[config.mk]
export PLATFORM = sky130hd
export DESIGN_NAME = calc_sequencer
export DESIGN_NICKNAME = d
export VERILOG_FILES = /design/src/rtl/calc_pkg.sv /design/src/rtl/calc_timeout_cnt.sv /design/src/rtl/calc_sequencer.sv
export SDC_FILE = /design/constraint.sdc
export NUM_CORES = 1
export LEC_CHECK = 0
export ABC_CLOCK_PERIOD_IN_PS = 2600
export BUFFER_PORTS_ARGS = -buffer_cell sky130_fd_sc_hd__buf_4
export CORE_MARGIN = 2
export CORE_UTILIZATION = 45
export DETAILED_ROUTE_END_ITERATION = 8
export GPL_TIMING_DRIVEN = 1
export PLACE_DENSITY = 0.76
export SYNTH_ARGS = -nofsm -noshare
export SYNTH_HDL_FRONTEND = slang
export SYNTH_SLANG_ARGS = --single-unit
[constraint.sdc]
create_clock -name clk -period 2.6 [get_ports clk]
set_input_delay 0.13 -clock clk [delete_from_list [all_inputs] [get_ports clk]]
set_output_delay 0.13 -clock clk [all_outputs]
set_load 0.05 [all_outputs]
[src/rtl/calc_pkg.sv]
// Shared types and constants for the calculator sequencer: opcodes,
// error codes, controller states and a small decode helper.
package calc_pkg;

  localparam int OPND_W = 16;
  localparam int RES_W  = 32;

  typedef enum logic [1:0] {
    OP_ADD = 2'b00,
    OP_SUB = 2'b01,
    OP_MUL = 2'b10,
    OP_DIV = 2'b11
  } opcode_e;

  localparam logic [1:0] ERR_NONE    = 2'b00;
  localparam logic [1:0] ERR_DIV0    = 2'b01;
  localparam logic [1:0] ERR_TIMEOUT = 2'b10;
  localparam logic [1:0] ERR_ALU     = 2'b11;

  typedef enum logic [2:0] {
    ST_IDLE  = 3'd0,
    ST_ISSUE = 3'd1,
    ST_WAIT  = 3'd2,
    ST_DONE  = 3'd3,
    ST_ERR   = 3'd4
  } state_e;

  // A divide by zero is caught here so the ALU is never launched for it.
  function automatic logic is_div_by_zero(input logic [1:0] op,
                                          input logic [OPND_W-1:0] b);
    return (opcode_e'(op) == OP_DIV) && (b == '0);
  endfunction

endpackage

[src/rtl/calc_timeout_cnt.sv]
// Watchdog counter for an outstanding ALU operation. Loads zero, counts up
// while enabled and saturates at TIMEOUT-1; expire flags the last allowed
// wait cycle.
module calc_timeout_cnt #(
  parameter int TIMEOUT = 64
) (
  input  logic clk,
  input  logic rst,
  input  logic load,
  input  logic enable,
  output logic expire
);

  localparam int CNT_W = (TIMEOUT > 2) ? $clog2(TIMEOUT) : 1;
  localparam logic [CNT_W-1:0] LAST = CNT_W'(TIMEOUT - 1);

  logic [CNT_W-1:0] cnt_q;
  logic [CNT_W-1:0] cnt_d;

  // Next count: load wins, otherwise step while enabled and below the limit.
  always_comb begin
    cnt_d = cnt_q;
    if (load) begin
      cnt_d = '0;
    end else if (enable && (cnt_q != LAST)) begin
      cnt_d = cnt_q + CNT_W'(1);
    end
  end

  // Count register.
  always_ff @(posedge clk) begin
    if (rst) begin
      cnt_q <= '0;
    end else begin
      cnt_q <= cnt_d;
    end
  end

  assign expire = enable && (cnt_q == LAST);

endmodule

[src/rtl/calc_sequencer.sv]
// Calculator sequencer: takes operands from the number-entry block, launches
// the shared multicycle ALU, waits for completion with a timeout, and holds
// the result or an error code until the user acknowledges it.
module calc_sequencer
  import calc_pkg::*;
#(
  parameter int TIMEOUT = 64
) (
  input  logic              clk,
  input  logic              rst,
  input  logic              op_valid,
  input  logic [OPND_W-1:0] op_a,
  input  logic [OPND_W-1:0] op_b,
  input  logic [1:0]        opcode,
  input  logic              ack,
  input  logic              clear,
  output logic              alu_start,
  output logic [OPND_W-1:0] alu_a,
  output logic [OPND_W-1:0] alu_b,
  output logic [1:0]        alu_op,
  input  logic              alu_done,
  input  logic              alu_err,
  input  logic [RES_W-1:0]  alu_result,
  output logic [RES_W-1:0]  result,
  output logic              result_valid,
  output logic              busy,
  output logic [1:0]        err_code
);

  state_e            state_q,    state_d;
  logic [OPND_W-1:0] alu_a_q,    alu_a_d;
  logic [OPND_W-1:0] alu_b_q,    alu_b_d;
  logic [1:0]        alu_op_q,   alu_op_d;
  logic [RES_W-1:0]  result_q,   result_d;
  logic [1:0]        err_code_q, err_code_d;

  logic cnt_load;
  logic cnt_en;
  logic cnt_expire;

  calc_timeout_cnt #(
    .TIMEOUT (TIMEOUT)
  ) u_timeout_cnt (
    .clk    (clk),
    .rst    (rst),
    .load   (cnt_load),
    .enable (cnt_en),
    .expire (cnt_expire)
  );

  // Next-state and register updates; clear overrides every other input.
  always_comb begin
    state_d    = state_q;
    alu_a_d    = alu_a_q;
    alu_b_d    = alu_b_q;
    alu_op_d   = alu_op_q;
    result_d   = result_q;
    err_code_d = err_code_q;
    cnt_load   = 1'b0;
    cnt_en     = (state_q == ST_WAIT);

    if (clear) begin
      state_d    = ST_IDLE;
      result_d   = '0;
      err_code_d = ERR_NONE;
      cnt_load   = 1'b1;
    end else begin
      case (state_q)
        ST_IDLE: begin
          if (op_valid) begin
            alu_a_d  = op_a;
            alu_b_d  = op_b;
            alu_op_d = opcode;
            if (is_div_by_zero(opcode, op_b)) begin
              state_d    = ST_ERR;
              err_code_d = ERR_DIV0;
            end else begin
              state_d = ST_ISSUE;
            end
          end
        end
        ST_ISSUE: begin
          cnt_load = 1'b1;
          state_d  = ST_WAIT;
        end
        ST_WAIT: begin
          // A completion in the final allowed cycle beats the timeout.
          if (alu_done) begin
            if (alu_err) begin
              state_d    = ST_ERR;
              err_code_d = ERR_ALU;
            end else begin
              state_d  = ST_DONE;
              result_d = alu_result;
            end
          end else if (cnt_expire) begin
            state_d    = ST_ERR;
            err_code_d = ERR_TIMEOUT;
          end
        end
        ST_DONE: begin
          if (ack) begin
            state_d = ST_IDLE;
          end
        end
        ST_ERR: begin
          if (ack) begin
            state_d    = ST_IDLE;
            err_code_d = ERR_NONE;
          end
        end
        default: begin
          state_d = ST_IDLE;
        end
      endcase
    end
  end

  // State and datapath registers.
  always_ff @(posedge clk) begin
    if (rst) begin
      state_q    <= ST_IDLE;
      alu_a_q    <= '0;
      alu_b_q    <= '0;
      alu_op_q   <= 2'b00;
      result_q   <= '0;
      err_code_q <= ERR_NONE;
    end else begin
      state_q    <= state_d;
      alu_a_q    <= alu_a_d;
      alu_b_q    <= alu_b_d;
      alu_op_q   <= alu_op_d;
      result_q   <= result_d;
      err_code_q <= err_code_d;
    end
  end

  assign alu_start    = (state_q == ST_ISSUE);
  assign alu_a        = alu_a_q;
  assign alu_b        = alu_b_q;
  assign alu_op       = alu_op_q;
  assign result       = result_q;
  assign result_valid = (state_q == ST_DONE);
  assign busy         = (state_q == ST_ISSUE) || (state_q == ST_WAIT);
  assign err_code     = err_code_q;

endmodule

-- Word-level counts from Yosys, hierarchy flattened
Cells that the tools add are included.
- add/subtract/negate cells: 1
- bitwise gates (word level): 2
- mux-type cells: 16
- reduce and logical (&&, ||, !) cells: 14
- equality and inequality tests: 13
- operator list (cell ; count):
    3-bit 2-to-1 mux ; 6
    16-bit logical NOT ; 1
    2-bit 2-to-1 mux ; 6
    3-bit case mux with 4 select lines ; 1
    3-bit AND reduction ; 3
    6-bit by 1-bit adder with 6-bit output, second input constant ; 1
    3-bit by 2-bit equality test with 1-bit output, second input constant ; 2
    6-bit equality test, second input constant ; 1
    2-bit inequality test, second input constant ; 3
    3-bit inequality test, second input constant ; 2
    6-bit inequality test, second input constant ; 1
    2-bit case mux with 3 select lines ; 1
    6-bit AND reduction ; 1
    2-bit OR reduction ; 3
    3-bit by 1-bit equality test with 1-bit output, second input constant ; 1
    3-bit equality test, second input constant ; 1
    1-bit logical AND ; 3
    3-bit logical NOT ; 1
    3-bit nonzero test ; 1
    2-bit equality test, second input constant ; 1
    1-bit 2-to-1 mux ; 2
    2-bit by 1-bit inequality test with 1-bit output, second input constant ; 1
    1-bit inverter ; 2
    1-bit logical OR ; 1
- logic and storage cells: 53
- input bits: 73
- output and inout port bits: 71
- register bits after elaboration: 77

-- Logic depth before layout (Yosys ltp)
Gate-level depths: netlist of run 1.
- depth in word-level cells: 5
- mapped depth: 7
- mapped depth without buffers: 5

-- Cells and area by module
A second synthesis of run 1 with hierarchy kept.
- cells, all modules: 379
- area total of the unflattened synthesis: 3268.1 um2
- by module, submodules not included (module ; seq. area each (um2) ; area each (um2) ; cells an instance ; times used):
    calc_sequencer ; 1421.4 ; 2962.8 ; 346 ; 1
    calc_timeout_cnt ; 120.1 ; 305.3 ; 33 ; 1

-- Least setup slack after synthesis of run 1
Ideal clock, no wire load.
- path type: flip-flop to flip-flop
- start point: reg state_q[0]
- end point: reg state_q[0]
- setup slack: 0.850 ns
- buffers on the path: 1
- stages on the path, launching flop included: 7
- data arrival time: 1.633 ns
- library setup time: 0.117 ns
- data required time: 2.483 ns
- cells stage by stage: dfxtp_1 clkbuf_1 and3b_1 o21bai_1 o211ai_2 nor2_1 a32o_1
- longest elaborated chain between the ends: 4
- ends and longest elaborated chain (what ; line ; source):
    start, declared ; calc_sequencer.sv:30 ; state_e state_q, state_d;
    start signal, assigned ; calc_sequencer.sv:129 ; state_q <= state_d;
    3-bit by 2-bit equality test with 1-bit output * ; - ;
    named net result_valid ; calc_sequencer.sv:25 ; output logic result_valid,
    2-bit OR reduction (no line) * ; - ;
    2-bit by 1-bit inequality test with 1-bit output (no line) ; - ;
    3-bit AND reduction (no line) ; - ;
Mark *: on every way through the listed nets, which the timed path passes. The rest lies on a longest branch.
A chain may end at the register's enable or synchronous reset.

-- Final worst setup path of run 1
- start point: reg state_q[1]
- end point: reg err_code_q[0] (netlist: err_code[0])
- longest elaborated chain between the ends: 4
- ends and longest elaborated chain (what ; line ; source):
    3-bit by 2-bit equality test with 1-bit output ; calc_sequencer.sv:60, calc_sequencer.sv:68 ;
    1-bit logical AND ; calc_timeout_cnt.sv:39 ; assign expire = enable && (cnt_q == LAST);
    3-bit inequality test (no line) ; - ;
    6-bit AND reduction (no line) ; - ;
    end signal, assigned ; calc_sequencer.sv:134 ; err_code_q <= err_code_d;
    end, declared ; calc_sequencer.sv:35 ; logic [1:0] err_code_q, err_code_d;
Parallel ways exist; a longest one is shown, timed or not.

==> metrics.csv, run 1 <==
stage;metric;value;unit
setup_path;r2r-start;state_q[1]$_SDFFE_PP0P_;
setup_path;cp.required;2800;ps
global_routing;globalRouteOverflowTotal;0;
synthesis;yosys-top-cells-count;nand2_1 (139), dfxtp_1 (77), a21oi_1 (70), clkbuf_1 (17), nor2_1 (11);
synthesis;netlist_instances;371;
global_routing;grt_usage;20.4;%
route;wl;7460;um
sta;fin_skew;12.7;ps
cts;postCtsSetupRepairBufs;0;
sta;worst_pin_slew;695;ps
hold_path;holdPathEnd;result[5]$_SDFFE_PP0P_;
sta;report.final.slew_viol_count;0;
setup_path;slowest_delay;530;ps
cts;worstSkewPairLatency;330;ps
setup_path;crit_slowest_cell;or3b_1;
hold_path;hold_start;alu_result[5];
finish;drive_gt1_share;33.0;%
sta;fin_crit_sh;72.7;%
synthesis;ys_seq_elements;77;
finish;fillerInstances;559;
hold_path;hp-class;primary input to flip-flop;
cts;clk_pin_slew;80;ps
job;drv_cap;0;
setup_path;path_buf_inv;0;
setup_path;reg2reg_depth;5;
synthesis;synth_nets;445;
cts;clockBufferDepth;2;
cts;post_cts_resized;0;
sta;rsz0062_at_grt;no;
sta;tns;0;ps
placed_design;pre_cts_ws;739;ps
pwr;peakVddDrop;0.404;mV
synthesis;synth_cell_type_count;41;
cts;cts_made_buffers;9;
setup_path;start_kind;flip-flop;
die;row_count;29;
die;core;6350;sq um
synthesis;yosys_most_used_dff;dfxtp_1;
sta;relSlewSlack;53.6;%
die;start_util;46.7;%
global_routing;grt_start_max_net_pins;37;
route;postRouteAntennaNets;0;
route;firstDrtPassIters;5;
synthesis;seq_area_frac_synth;52.0;%
die;die_w;85.2;um
sta;max_freq;529;MHz
route;viasPerCell;4.97;
setup_path;worstSetupEndpointType;flip-flop;
finish;instances_no_fill;586;
hold_path;hold_path_depth;3;
finish;nets;578;
cts;tritoncts;yes;
synthesis;synth.most_common_cell;nand2_1;
route;wl_per_cell;12.7;um
synthesis;netlist.area_leader.share;52.0;%
setup_path;crit_type;flip-flop to flip-flop;
route;drc_errors;0;
global_routing;grt_pass1_vias;2639;
placed_design;io_buffers;143;
synthesis;async_flop_share;0;%
synthesis;synth_area;2970;sq um
synthesis;synth.avg_cell_area;8.00;sq um
cts;cts_sinks;77;
cts;cts_root_buffer;clkbuf_8;
sta;final-setup-viol-count;0;
placed_design;place_hpwl;5410;um
pwr;p_per_area;598;nW/um^2
cts;h-tree-depth;3;
die;die_h;85.2;um
synthesis;synth_edf_count;0;
synthesis;post-synth-top-area-cell;dfxtp_1;
global_routing;antenna_found_initial;0;
setup_path;rr_endpoint;err_code[0]$_SDFFE_PP0P_;
placed_design;gp_congestion;0.824;
route;route.vias.total;2910;
run_status;outcome;finished, final reports clean;
sta;fin_ws;710;ps
die;io_pins;144;
global_routing;grt_pass1_wl;12000;um
setup_path;path_cells;or3b_1 -> a31o_1 -> o211a_1 -> a21oi_1 -> nor3b_2;
die;dieArea;7260;sq um
setup_path;crit_fanout;10;
finish;antenna_cells;0;
setup_path;worstPathArrival;2090;ps
sta;hold_viol_final;0;
cts;holdBufCountCts;0;
finish;syn2layout_area_growth;43.9;%
setup_path;crit_family;compound AO/OA/AOI/OAI gates;
synthesis;yosys_warnings;0;
setup_path;ff2ff_setup_slack;710;ps
sta;holdWs;32.9;ps
route;drt_iter0_markers;119;
synthesis;yosys-top-cells-area;dfxtp_1 (52%), nand2_1 (18%), a21oi_1 (12%);
sta;fin_crit;1890;ps
placed_design;dp.cells;570;
pwr;p_leak;1.81;nW
-- power breakdown --
| part | internal, mW | switching [mW] | total [mW] |
|---|---|---|---|
| logic | 0.142 | 0.222 | 0.364 |
| registers | 1.21 | 0.0182 | 1.23 |
| clock network | 0.545 | 0.417 | 0.963 |
| total | 1.90 | 0.657 | 2.55 |
-- state kept, by name, indices dropped and copies added (netlist names) --
| signal | flops |
|---|---|
| result | 32 |
| alu_op | 2 |
| u_timeout_cnt.cnt_q | 6 |
| state_q | 3 |
| err_code | 2 |
| alu_a | 16 |
| alu_b | 16 |
-- cell type report --
class / instances / area, sq um / area share (%)
well taps: 77 / 96.3 / 2.26
clock buffers: 11 / 131 / 3.08
flip-flops and latches: 77 / 1540 / 36.1
repair buffers: 147 / 1100 / 25.9
multi-input cells: 266 / 1300 / 30.5
inverters: 3 / 11.3 / 0.264
clock inverters: 5 / 82.6 / 1.93
-- per-stage QoR --
step,util (%),instance area [sq um],power [mW]
final,67.2,4270,2.55
after global routing,67.2,4270,2.66
after CTS,67.2,4270,2.58
after detailed placement,63.8,4050,1.62
after global placement,63.8,4050,1.61
after floorplan,-,2970,1.46
-- worst reg2reg max path, stage by stage, from the launching register on --
cell and delay [ps]:
dfxtp_1 480, or3b_1 530, a31o_1 270, o211a_1 250, a21oi_1 170, nor3b_2 60
-- how the worst max path moves through the flow --
| stage | from | to | depth (start not counted) |
|---|---|---|---|
| 2_1_floorplan | state_q[0]$_SDFFE_PP0P_ | state_q[0]$_SDFFE_PP0P_ | 6 |
| 3_3_place_gp | state_q[1]$_SDFFE_PP0P_ | err_code[0]$_SDFFE_PP0P_ | 5 |
| 3_5_place_dp | state_q[1]$_SDFFE_PP0P_ | err_code[0]$_SDFFE_PP0P_ | 5 |
| 4_1_cts | state_q[1]$_SDFFE_PP0P_ | err_code[0]$_SDFFE_PP0P_ | 5 |
| 5_1_grt | state_q[1]$_SDFFE_PP0P_ | result[2]$_SDFFE_PP0P_ | 5 |
| 6_report | state_q[1]$_SDFFE_PP0P_ | err_code[0]$_SDFFE_PP0P_ | 5 |
-- per-layer routing --
layer  up-vias  wire length (um)  GRT usage (%)
li1       1499                 -              -
met1      1325              3290           26.0
met2        82              3620           33.7
met3         4               466           5.54
met4         0                76           6.35
met5         -                 0              0
-- cell usage in the layout, fill, tap and decap left out, types with 2 or more instances in the layout --
master and n:
nand3_1 3, clkbuf_1 2, inv_1 3, nor4_1 3, dfxtp_1 77, clkbuf_8 9
bufinv_16 2, nand3b_1 2, a21oi_1 70, nand4_1 2, nor2_1 11, and3b_1 2
nand2b_1 2, buf_4 147, xnor2_1 2, xor2_1 3, nor3b_1 2, nand2_1 139
o22ai_1 3
-- logic make-up (layout without fill, tap and decap cells) --
group	count (synthesis)	after routing	share of synthesized area [%]
and+or+nand+nor	176	176	25.7
AOI/OAI and AO/OA	83	83	15.9
DFF	77	77	52.0
buffers and inverters	28	166	4.18
xor gates and xnor gates	5	5	1.48
adders and majority gates	1	1	0.422
muxes	1	1	0.337
(Power assumes the default switching activity.)
==> run 2, diff against run 1 <==
Settings changed: ABC_AREA set to 1, ABC_CLOCK_PERIOD_IN_PS 2600 to 1700, CORE_UTILIZATION 45 to 41, PLACE_DENSITY 0.76 to 0.73.
Clock period 2.6 ns to 1.7 ns, I/O delays scaled along.
==> metrics.csv, run 2 <==
stage;metric;value;unit;change
run_status;outcome;finished, final reports clean;;
sta;max_freq;639;MHz;+21%
setup_path;reg2reg_depth;7;;+2
sta;fin_crit;1560;ps;-326 ps
setup_path;crit_type;flip-flop to flip-flop;;
finish;antenna_cells;0;;unchanged
setup_path;worstPathArrival;1790;ps;-300 ps
synthesis;ys_seq_elements;77;;unchanged
route;route.vias.total;3117;;+7.1%
placed_design;place_hpwl;5410;um;about the same
finish;drive_gt1_share;31.5;%;-1.5 points
placed_design;pre_cts_ws;200;ps;-539 ps
cts;cts_root_buffer;clkbuf_8;;
cts;clockBufferDepth;2;;unchanged
route;viasPerCell;4.62;;-6.9%
synthesis;seq_area_frac_synth;51.4;%;-0.52 points
setup_path;start_kind;flip-flop;;
synthesis;async_flop_share;0;%;unchanged
hold_path;hp-class;primary input to flip-flop;;
sta;rsz0062_at_grt;no;;
pwr;p_leak;2.03;nW;+12%
cts;postCtsSetupRepairBufs;0;;unchanged
placed_design;dp.cells;624;;+9.5%
sta;tns;0;ps;unchanged
synthesis;yosys-top-cells-count;nor2_1 (92), nand2_1 (87), dfxtp_1 (77), a21oi_1 (40), o21ai_0 (37);;
finish;instances_no_fill;674;;+15%
synthesis;synth_edf_count;0;;unchanged
global_routing;grt_pass1_wl;12700;um;+6.1%
global_routing;grt_start_max_net_pins;37;;unchanged
hold_path;hold_path_depth;3;;unchanged
sta;relSlewSlack;76.5;%;+23 points
setup_path;crit_fanout;23;;+13
finish;largest_reg_flops;32;;unchanged
pwr;peakVddDrop;0.489;mV;+21%
sta;final-setup-viol-count;0;;unchanged
placed_design;gp_congestion;0.766;;-7.1%
route;drc_errors;0;;unchanged
global_routing;globalRouteOverflowTotal;0;;unchanged
finish;nets;645;;+12%
pwr;p_per_area;810;nW/um^2;+35%
synthesis;synth_nets;472;;+6.1%
sta;fin_crit_sh;92.0;%;+19 points
global_routing;grt_pass1_vias;2896;;+9.7%
synthesis;yosys-top-cells-area;dfxtp_1 (51%), nor2_1 (12%), nand2_1 (11%);;
sta;hold_viol_final;0;;unchanged
placed_design;place_area;4110;sq um;+1.4%
cts;cts_sinks;77;;unchanged
synthesis;yosys_most_used_dff;dfxtp_1;;
finish;final_cell_mix;buf_4 (146), nor2_1 (91), nand2_1 (87);;
cts;cts_made_buffers;9;;unchanged
sta;report.final.slew_viol_count;0;;unchanged
sta;worst_pin_slew;353;ps;-342 ps
finish;utilization;64.6;%;-2.6 points
cts;h-tree-depth;3;;unchanged
finish;final_common_cell;buf_4;;
route;wl_per_cell;12.1;um;-4.5%
synthesis;synth.avg_cell_area;7.53;sq um;-5.8%
sta;fin_ws;136;ps;-574 ps
synthesis;post-synth-top-area-cell;dfxtp_1;;
synthesis;synth.most_common_cell;nor2_1;;
global_routing;grt_usage;20.3;%;-0.075 points
cts;tritoncts;yes;;
route;drt_iter0_markers;86;;-28%
synthesis;netlist.area_leader.share;51.4;%;-0.52 points
placed_design;io_buffers;143;;unchanged
setup_path;cp.required;1930;ps;-870 ps
die;core;7180;sq um;+13%
die;dieArea;8010;sq um;+10%
die;die_w;89.5;um;+5.0%
route;postRouteAntennaNets;0;;unchanged
synthesis;synth_cell_type_count;29;;-29%
finish;final_cell_area;4640;sq um;+8.6%
setup_path;worstSetupEndpointType;flip-flop;;
job;drv_cap;0;;unchanged
route;firstDrtPassIters;4;;-1
die;die_h;89.5;um;+5.0%
die;start_util;41.8;%;-5.0 points
route;wl;8190;um;+9.8%
global_routing;antenna_found_initial;0;;unchanged
synthesis;yosys_warnings;0;;unchanged
die;row_count;31;;+6.9%
cts;worstSkewPairLatency;340;ps;about the same
finish;syn2layout_area_growth;54.7;%;
cts;clk_pin_slew;80;ps;about the same
synthesis;netlist_instances;398;;+7.3%
synthesis;synth_area;3000;sq um;+1.0%
die;io_pins;144;;unchanged
sta;fin_skew;12.2;ps;-0.431 ps
run 2: changes by cell type in the layout (fill, tap and decap cells not counted), moves of 3 or more:
cell	previous run	this run
nand2_1	139	87
o22ai_1	3	0
inv_2	0	3
nand2_2	0	3
clkinvlp_4	0	3
dlygate4sd3_1	0	35
nor2_1	11	91
inv_1	3	12
o21ai_0	0	36
a21oi_1	70	40
nor4_1	3	0
nor2_2	0	4
run 2: report_power, final:
group / switching, mW / internal, mW / leakage, nW
registers: 0.0268 / 1.85 / 0.624
logic: 0.375 / 0.280 / 1.32
clock network: 0.659 / 0.564 / 0.0808
run 2: metal layers:
layer	global-route usage, %	share of wire [%]
met1	24.6	44
met2	34.3	47
met3	6.37	8.2
met4	6.51	0.86
met5	0	0
run 2: cell families after synthesis:
group / synth area share [%]
AOI/OAI and AO/OA: 13.9
xor gates and xnor gates: 0.292
adders and majority gates: 0.417
buffers and inverters: 6.35
DFF: 51.4
and+or+nand+nor: 27.6
run 2: area by class of cell:
cell class | count | area, sq um
multi-input combinational | 284 | 1270
fill | 634 | 2540
clock inverter | 5 | 36.3
clock buffer | 10 | 138
inverter | 18 | 77.6
tap | 99 | 124
timing repair buffer | 181 | 1450
sequential | 77 | 1540
run 2: worst max-delay path, cell delays in order, from the launching register on:
cell	delay, ps
dfxtp_1	390
nor2_2	170
nand2_2	120
inv_4	120
nand2_4	120
buf_4	240
o21ai_0	220
nor2_1	70
run 2: path summary, 6_finish.rpt:
kind,start,endpoint,slack (ps)
setup / recovery,state_q[2]$_SDFFE_PP0P_,result[3]$_SDFFE_PP0P_,140
hold / removal,alu_result[7],result[7]$_SDFFE_PP0P_,8
setup reg to reg,state_q[2]$_SDFFE_PP0P_,result[3]$_SDFFE_PP0P_,140
hold reg to reg,alu_b[0]$_SDFFE_PP0P_,alu_b[0]$_SDFFE_PP0P_,470
run 2: metrics by stage:
step	power, mW	hold WS [ps]
after global placement	2.50	334
after global routing	3.91	12.9
after detailed placement	2.51	342
after CTS	3.79	0.134
final	3.75	8.13
after floorplan	2.27	228
run 2: timing repair:
action,in CTS,in global routing
hold buffers,35,0
hold endpoints to repair,35,0
endpoints found under the setup margin,0,3
gates resized for setup,0,2
==> run 3, diff against run 2 <==
Settings changed: CORE_ASPECT_RATIO set to 0.7.
==> metrics.csv, run 3 (synthesis results as in run 2) <==
stage;metric;value;unit;change
die;io_pins;144;;unchanged
finish;final_cell_mix;buf_4 (146), nor2_1 (91), nand2_1 (87);;
setup_path;r2r-start;state_q[1]$_SDFFE_PP0P_;;
hold_path;hold_path_depth;3;;unchanged
placed_design;gp_congestion;0.862;;+13%
cts;clk_pin_slew;80;ps;about the same
sta;fin_ws;166;ps;+29.9 ps
run_status;outcome;finished, final reports clean;;
finish;utilization;68.4;%;+3.8 points
die;core;7190;sq um;+0.19%
die;dieArea;8020;sq um;+0.13%
sta;rsz0062_at_grt;no;;
cts;cts_root_buffer;clkbuf_8;;
setup_path;worstSetupEndpointType;flip-flop;;
setup_path;worstPathArrival;1800;ps;about the same
hold_path;holdPathEnd;alu_b[5]$_SDFFE_PP0P_;;
finish;final_common_cell;buf_4;;
route;route.vias.total;3231;;+3.7%
cts;cts_sinks;77;;unchanged
hold_path;hp-class;primary input to flip-flop;;
global_routing;grt_pass1_wl;13400;um;+5.2%
sta;hold_viol_final;0;;unchanged
setup_path;rr_endpoint;alu_a[14]$_SDFFE_PP0P_;;
cts;tritoncts;yes;;
cts;h-tree-depth;3;;unchanged
setup_path;crit_fanout;23;;unchanged
global_routing;grt_pass1_vias;3002;;+3.7%
global_routing;grt_usage;21.1;%;+0.80 points
sta;fin_skew;11.6;ps;-0.669 ps
global_routing;met3_usage;4.88;%;-1.5 points
sta;worst_pin_slew;367;ps;+13.9 ps
setup_path;cp.required;1970;ps;+40 ps
job;drv_cap;0;;unchanged
setup_path;setup.worst_path.start;state_q[1]$_SDFFE_PP0P_;;
placed_design;pre_cts_ws;196;ps;-4.04 ps
route;wl;8730;um;+6.7%
finish;antenna_cells;0;;unchanged
route;firstDrtPassIters;4;;unchanged
sta;tns;0;ps;unchanged
cts;postCtsSetupRepairBufs;0;;unchanged
global_routing;grt_busiest_layer;met2;;
route;wl_per_cell;12.5;um;+2.9%
die;die_h;75.5;um;-16%
finish;nets;670;;+3.9%
route;drt_iter0_markers;141;;+64%
pwr;p_leak;2.15;nW;+6.1%
global_routing;grt_start_max_net_pins;37;;unchanged
sta;fin_crit_sh;90.3;%;-1.8 points
global_routing;antenna_found_initial;0;;unchanged
finish;drive_gt1_share;30.3;%;-1.2 points
cts;clockBufferDepth;2;;unchanged
placed_design;place_hpwl;5660;um;+4.5%
sta;relSlewSlack;75.5;%;-0.92 points
setup_path;ff2ff_setup_slack;170;ps;+30 ps
placed_design;io_buffers;143;;unchanged
pwr;peakVddDrop;0.366;mV;-25%
die;die_w;106;um;+19%
setup_path;crit_type;flip-flop to flip-flop;;
finish;largest_reg_flops;32;;unchanged
route;viasPerCell;4.62;;about the same
cts;worstSkewPairLatency;350;ps;about the same
sta;final-setup-viol-count;0;;unchanged
global_routing;globalRouteOverflowTotal;0;;unchanged
die;start_util;41.7;%;-0.080 points
cts;cts_made_buffers;9;;unchanged
global_routing;use_met2;36.0;%;+1.7 points
pwr;p_per_area;808;nW/um^2;-0.20%
setup_path;start_kind;flip-flop;;
sta;report.final.slew_viol_count;0;;unchanged
route;drc_errors;0;;unchanged
finish;syn2layout_area_growth;64.2;%;
global_routing;grt_use_met1;25.3;%;+0.72 points
die;row_count;26;;-16%
sta;fin_crit;1530;ps;-29.9 ps
sta;max_freq;652;MHz;+1.9%
hold_path;hold_start;op_b[5];;
route;postRouteAntennaNets;0;;unchanged
setup_path;reg2reg_depth;7;;unchanged
[run 3: per-layer routing]
metal  routed length (um)  part of all wire (%)
met2                 4250                    49
met1                 3760                    43
met3                  396                   4.5
met4                  327                   3.7
met5                    0                     0
[run 3: per-stage QoR]
step / cells / cell area [sq um] / hold slack (ps) / power (mW)
floorplan: 398 / 3000 / 228 / 2.27
global placement: 624 / 4130 / 335 / 2.50
detailed placement: 624 / 4130 / 342 / 2.51
CTS: 699 / 4920 / 0.699 / 4.01
global route: 699 / 4920 / 2.48 / 4.15
finish: 699 / 4920 / 8.88 / 3.98
[run 3: power breakdown]
part	total, mW	internal [mW]	leakage (nW)	switching, mW
Sequential	1.88	1.85	0.624	0.0273
Combinational	0.704	0.316	1.43	0.388
Clock	1.40	0.721	0.0959	0.675
Total	3.98	2.89	2.15	1.09
[run 3: cell type report]
| type | instances | area (sq um) |
|---|---|---|
| clock buffer | 11 | 141 |
| clock inverter | 5 | 58.8 |
| fill | 616 | 2270 |
| inverter | 18 | 77.6 |
| multi-input combinational | 284 | 1270 |
| sequential | 77 | 1540 |
| tap | 98 | 123 |
| timing repair buffer | 206 | 1710 |
[run 3: worst max path at each step]
stage / end / slack, ps / depth (start not counted)
final: alu_a[14]$_SDFFE_PP0P_ / 170 / 7
after global routing: alu_a[14]$_SDFFE_PP0P_ / 3 / 7
after CTS: alu_a[14]$_SDFFE_PP0P_ / 160 / 7
after detailed placement: alu_a[14]$_SDFFE_PP0P_ / 200 / 7
after global placement: err_code[0]$_SDFFE_PP0P_ / 280 / 10
after floorplan: busy / 2 / 3
[run 3: worst max-delay path: stages, from the launching register on]
cell	delay (ps)
dfxtp_1	450
inv_2	60
nand2_1	100
nor2_2	60
nand2_2	230
buf_4	310
nand2_1	80
a21oi_1	160
[run 3: repair_timing]
item / 4_1_cts / 5_1_grt
gates resized for setup: 0 / 1
setup endpoints to repair: 0 / 1
hold endpoints to repair: 59 / 0
hold buffers: 59 / 0
